File: src/rtl/ustc_sched.sv
// ustc_sched: tile sequencer for the sparse tensor-core array.
// Ports: cfg_* job setup, a_*/b_* valid/ready feeders, arr_* registered
// array drive, res_valid/res_last latency-tracked result flags,
// busy/done job status. Async active-high reset.
module ustc_sched #(
  parameter int N_UNIT    = 32,
  parameter int N_XBAR_IN = 8,
  parameter int DW_DATA   = 8,
  parameter int DW_ROW    = 4,
  parameter int DW_CTRL   = 4,
  parameter int DW_IDX    = 4,
  parameter int DW_CNT    = 8,
  parameter int PIPE_LAT  = 4
) (
  input  logic                           clk,
  input  logic                           reset,
  input  logic                           cfg_start,
  input  logic [DW_CNT-1:0]              cfg_n_step,
  input  logic [DW_CNT-1:0]              cfg_n_tile,
  input  logic                           a_valid,
  output logic                           a_ready,
  input  logic [N_UNIT*DW_DATA-1:0]      a_data,
  input  logic [N_UNIT*DW_IDX-1:0]       a_col,
  input  logic [N_UNIT*DW_ROW-1:0]       a_row,
  input  logic                           b_valid,
  output logic                           b_ready,
  input  logic [N_XBAR_IN*DW_DATA-1:0]   b_data,
  output logic [N_UNIT*DW_DATA-1:0]      arr_in_a,
  output logic [N_XBAR_IN*DW_DATA-1:0]   arr_in_b,
  output logic [N_UNIT*DW_IDX-1:0]       arr_a_col,
  output logic [N_UNIT*DW_ROW-1:0]       arr_a_row,
  output logic [N_UNIT*DW_CTRL-1:0]      arr_a_ctrl,
  output logic                           res_valid,
  output logic                           res_last,
  output logic                           busy,
  output logic                           done
);

  typedef enum logic [2:0] {
    S_IDLE,
    S_LOAD_B,
    S_STREAM,
    S_DRAIN,
    S_DONE
  } state_t;

  state_t state, state_nx;

  logic [DW_CNT-1:0]   n_step, n_tile;
  logic [DW_CNT-1:0]   step_cnt, tile_cnt;
  logic [PIPE_LAT-1:0] v_sr, l_sr;
  logic                a_fire, b_fire;
  logic                step_last, tile_last;
  logic [DW_CTRL-1:0]  lane_ctrl;

  assign a_ready   = (state == S_STREAM);
  assign b_ready   = (state == S_LOAD_B);
  assign a_fire    = a_valid & a_ready;
  assign b_fire    = b_valid & b_ready;
  assign step_last = (step_cnt == n_step - DW_CNT'(1));
  assign tile_last = (tile_cnt == n_tile - DW_CNT'(1));
  assign busy      = (state != S_IDLE);
  assign done      = (state == S_DONE);
  assign res_valid = v_sr[PIPE_LAT-1];
  assign res_last  = l_sr[PIPE_LAT-1];

  // lane ctrl = {0, valid, last, first}
  always_comb begin
    lane_ctrl      = '0;
    lane_ctrl[2:0] = {1'b1, step_last, step_cnt == '0};
  end

  always_comb begin
    state_nx = state;
    unique case (state)
      S_IDLE:
        if (cfg_start)
          state_nx = (cfg_n_step == '0 || cfg_n_tile == '0)
                     ? S_DONE : S_LOAD_B;
      S_LOAD_B:
        if (b_fire) state_nx = S_STREAM;
      S_STREAM:
        if (a_fire && step_last)
          state_nx = tile_last ? S_DRAIN : S_LOAD_B;
      S_DRAIN:
        if (v_sr == '0) state_nx = S_DONE;
      S_DONE:
        state_nx = S_IDLE;
      default:
        state_nx = S_IDLE;
    endcase
  end

  always_ff @(posedge clk or posedge reset) begin
    if (reset) begin
      state      <= S_IDLE;
      n_step     <= '0;
      n_tile     <= '0;
      step_cnt   <= '0;
      tile_cnt   <= '0;
      v_sr       <= '0;
      l_sr       <= '0;
      arr_in_a   <= '0;
      arr_in_b   <= '0;
      arr_a_col  <= '0;
      arr_a_row  <= '0;
      arr_a_ctrl <= '0;
    end else begin
      state <= state_nx;
      // shift form works for PIPE_LAT == 1 as well
      v_sr  <= (v_sr << 1) | PIPE_LAT'(a_fire);
      l_sr  <= (l_sr << 1) | PIPE_LAT'(a_fire & step_last);
      if (state == S_IDLE && cfg_start) begin
        n_step   <= cfg_n_step;
        n_tile   <= cfg_n_tile;
        tile_cnt <= '0;
      end
      if (b_fire) begin
        arr_in_b <= b_data;
        step_cnt <= '0;
      end
      if (a_fire) begin
        arr_in_a   <= a_data;
        arr_a_col  <= a_col;
        arr_a_row  <= a_row;
        arr_a_ctrl <= {N_UNIT{lane_ctrl}};
        step_cnt   <= step_cnt + DW_CNT'(1);
        if (step_last) tile_cnt <= tile_cnt + DW_CNT'(1);
      end else begin
        arr_in_a   <= '0;
        arr_a_col  <= '0;
        arr_a_row  <= '0;
        arr_a_ctrl <= '0;
      end
    end
  end

endmodule
File: config.mk
export PLATFORM = sky130hd
export DESIGN_NAME = ustc_sched
export DESIGN_NICKNAME = d
export VERILOG_FILES = /design/src/rtl/ustc_sched.sv
export SDC_FILE = /design/constraint.sdc
export NUM_CORES = 1
export LEC_CHECK = 0
export CAP_MARGIN = 20
export CORE_AREA = 2 2 509 511
export CTS_CLUSTER_DIAMETER = 100
export DETAILED_ROUTE_END_ITERATION = 12
export DIE_AREA = 0 0 511 513
export GPL_TIMING_DRIVEN = 0
export PLACE_DENSITY = 0.38
export SLEW_MARGIN = 10
export SYNTH_ARGS = -nofsm -noshare
export SYNTH_HDL_FRONTEND = slang
export SYNTH_SLANG_ARGS = --single-unit
File: constraint.sdc
create_clock -name clk -period 27.6 [get_ports clk]
set_input_delay 6.9 -clock clk [delete_from_list [all_inputs] [get_ports clk]]
set_output_delay 6.9 -clock clk [all_outputs]
set_load 0.01 [all_outputs]
==> key figures <==
Clocking
  – Clock buffer depth: 3
  – Clock Tree Root: clkbuf_16
  – Clock Latency Late Sink: around 0.74 ns
  – TritonCTS clock tree: built
  – CTS H-Tree Depth: 3
  – Setup Buffers After CTS: 0
  – CTS Buf Count: between 90 and 100
  – Post_cts resized: 0
  – CTS Sinks: 620
  – Clk slew on worst S/H paths: roughly 0.050 ns
  – Hold_buf cts: 0

Route
  – DR vias/cell: 3.00
  – Routed via count: ~20,000
  – Post-route ant nets: 0
  – Drt total wl: between 150,000 and 200,000 µm
  – DR DRC count: 0
  – DRC marker count from the first detailed-route iteration: about 1,000
  – Avg WL per Cell: 27.9 µm
  – First-pass DRT Iterations: 7

Layout
  – Layout Nets: approximately 3,800
  – P&R area growth vs syn: 93.7%
  – FF+latch area: roughly 0.016 mm²
  – Area occupied by multi-input gates: 0.00528 mm²
  – # fillers: approximately 28,000
  – Final core occ: 0.168
  – Final Instance Area: 0.0430 mm²
  – Layout cells sized above 1: 0.102

Setup path
  – Kind of critical path: register to output pin
  – Crit end category: output pin
  – Crit path DAT: 3.49 ns
  – Required @ worst endpoint: between 20 and 25 ns
  – Startpoint class of the critical path: register
  – CP max FO: 11

Timing
  – Clock Skew: roughly 0.027 ns
  – Peak Freq: around 0.096 GHz
  – Final Hold Fails: 0
  – Setup repair after global routing missed its margin: no
  – Finish-stage setup viols: 0
  – Worst-Margin Slew: approximately 1.0 ns
  – Slew HR: 0.304
  – Worst hold slack: between 0.3 and 0.4 ns
  – Setup_tns: 0 ns
  – Tcrit/Tclk final: 0.376
  – Minimum clock period: ~10 ns
  – Pins Over Slew Limit: 0

Pwr
  – Maximum VDD drop: roughly 0.044 mV
  – Leakage power: a little under 20 nW
  – Power Total: roughly 3.7 mW
  – PwrDens: 86.3 mW/mm²

Floorplanning
  – Initial Util: 0.0866
  – Row count: about 190
  – Die W: ~510 µm
  – CORE AREA: ~0.26 mm²
  – Floorplan die height: approximately 510 µm
  – # IOs: about 1,300
  – Full die area: around 0.26 mm²

Placement
  – Area post-placement: about 0.040 mm²
  – Number of port buffers: ~1,300
  – Gp weighted congestion: between 0.9 and 1
  – Post-DP HPWL: approximately 160,000 µm

GRT
  – Initial antenna violation count: ~140
  – First-pass GRT wire length: 235,000 µm
  – Global-route usage over all layers: 0.138
  – Vias in the first global route: between 20,000 and 25,000
  – Largest net degree at the start of global routing: 106
  – Total grt overflow: 0

Logic synthesis
  – Number of synthesized flops with an enable pin: 0
  – Unique masters post-synth: 52
  – Post-synth ARST share: 1.00
  – Ys Warns: 0
  – Cells after synthesis: between 1,500 and 2,000
  – Syn Area/Cell: 12.6 µm²
  – Seq/Total Area, Yosys: 0.699
  – #FFs+latches synth: 620
  – Synthesized area: between 0.02 and 0.025 mm²
  – Synth Flop Type: dfrtp_1

Job
  – Max Cap Viol: 0

Outcome
  – Outcome: completed

Min path
  – Hold WC Path Type: register to register
## cell usage after synthesis, types with 2 or more instances
cell	instances	area share
nor4b_1	2	0.00079
nor2b_1	4	0.0011
buf_4	127	0.043
nor3_1	10	0.0023
nor2_1	11	0.0019
o21ai_0	6	0.0014
nand4_1	7	0.0020
nand3_1	8	0.0018
mux2i_1	8	0.0036
xor2_1	11	0.0043
nor3b_1	4	0.0014
a21oi_1	3	0.00068
and3_1	516	0.15
and3b_1	2	0.00079
or3_1	2	0.00056
dfrtp_1	620	0.70
nor4_1	2	0.00056
inv_1	11	0.0019
a21boi_1	2	0.00068
o21ai_1	4	0.00090
ha_1	5	0.0028
xnor2_1	12	0.0047
nand2_1	212	0.036
or4_1	2	0.00068
clkbuf_1	127	0.021
buf_2	8	0.0018
mux2_2	16	0.0081
nor3_2	2	0.00090
## stage by stage
stage / worst slack [ns] / cells
after global routing: 16.95 / 6647
after global placement: -7.60 / 6456
after detailed placement: 17.94 / 6468
after floorplan: 3.34 / 1799
after CTS: 17.09 / 6635
final: 17.21 / 6671
## cell usage in the layout (no fill, tap or decap), types with 5 or more instances in the layout
cell type / netlist / routed
clkdlybuf4s50_1: 0 / 1273
dfrtp_1: 620 / 619
and3_1: 516 / 516
nand2_1: 212 / 212
clkbuf_1: 127 / 134
buf_4: 127 / 127
clkbuf_16: 0 / 92
diode_2: 0 / 36
conb_1: 1 / 32
mux2_2: 16 / 16
clkbuf_8: 0 / 16
bufinv_16: 0 / 14
xnor2_1: 12 / 12
clkinv_2: 0 / 12
xor2_1: 11 / 11
nor2_1: 11 / 11
inv_1: 11 / 10
nor3_1: 10 / 10
buf_2: 8 / 8
nand3_1: 8 / 8
mux2i_1: 8 / 8
clkinv_4: 0 / 8
nand4_1: 7 / 7
clkinvlp_4: 0 / 7
buf_16: 0 / 7
o21ai_0: 6 / 6
ha_1: 5 / 5
## logic make-up after synthesis
kind of cell | count (synthesis) | synth area share
multiplexers | 25 | 0.0122
AND/OR/NAND/NOR | 793 | 0.200
AO/OA/AOI/OAI | 26 | 0.00767
XOR/XNOR | 23 | 0.00908
buffers and inverters | 275 | 0.0684
adder cells (fa/ha/maj) | 5 | 0.00282
flip-flops | 620 | 0.699
other | 1 | 0.000169
## power by group
part           total, mW  switching, mW  internal, mW
combinational       1.23          0.667         0.565
clock               1.30          0.512         0.791
sequential          1.17         0.0937          1.08
total               3.71           1.27          2.44
## metal layers
layer	GRT usage	routed length, µm	up-vias
li1	-	-	8629
met2	0.243	92300	1294
met5	0	96	-
met4	0.0394	4870	14
met1	0.145	66700	9756
met3	0.0670	21900	292
## worst max-delay path, stage by stage (launching register included)
cell	delay, ns
dfrtp_1	0.31
buf_2	0.21
nor3b_1	0.28
clkbuf_1	0.67
clkbuf_1	0.62
clkdlybuf4s50_1	0.68
## path summary, 6_finish.rpt
check,slack (ns),end,depth (start not counted),start
max in group asynchronous,18.80,arr_in_b[45]$_DFFE_PP0P_,5,reset
min,0.35,l_sr[3]$_DFF_PP0_,0,l_sr[2]$_DFF_PP0_
min reg2reg,0.35,l_sr[3]$_DFF_PP0_,0,l_sr[2]$_DFF_PP0_
max reg2reg,24.43,arr_in_a[5]$_DFF_PP0_,7,state[1]$_DFFE_PP0P_
min in group asynchronous,6.74,arr_a_row[76]$_DFF_PP0_,2,reset
max,17.21,a_ready,5,state[1]$_DFFE_PP0P_
## state kept, by name, summed over array words and instances (netlist names)
register / count
l_sr: 4
v_sr: 4
arr_in_a: 256
state: 3
arr_in_b: 64
n_step: 8
arr_a_row: 128
step_cnt: 8
arr_a_col: 128
tile_cnt: 8
n_tile: 8
arr_a_ctrl: 1
## layout make-up
type                       count  area share
sequential                   620       0.361
timing repair buffer        1285       0.303
multi-input combinational    904       0.123
tap                         3384      0.0985
clock buffer                 118      0.0596
buffer                       263      0.0344
clock inverter                49      0.0174
antenna                       36     0.00210
inverter                      12     0.00122
Note: power is estimated with default switching activity, not from simulation.
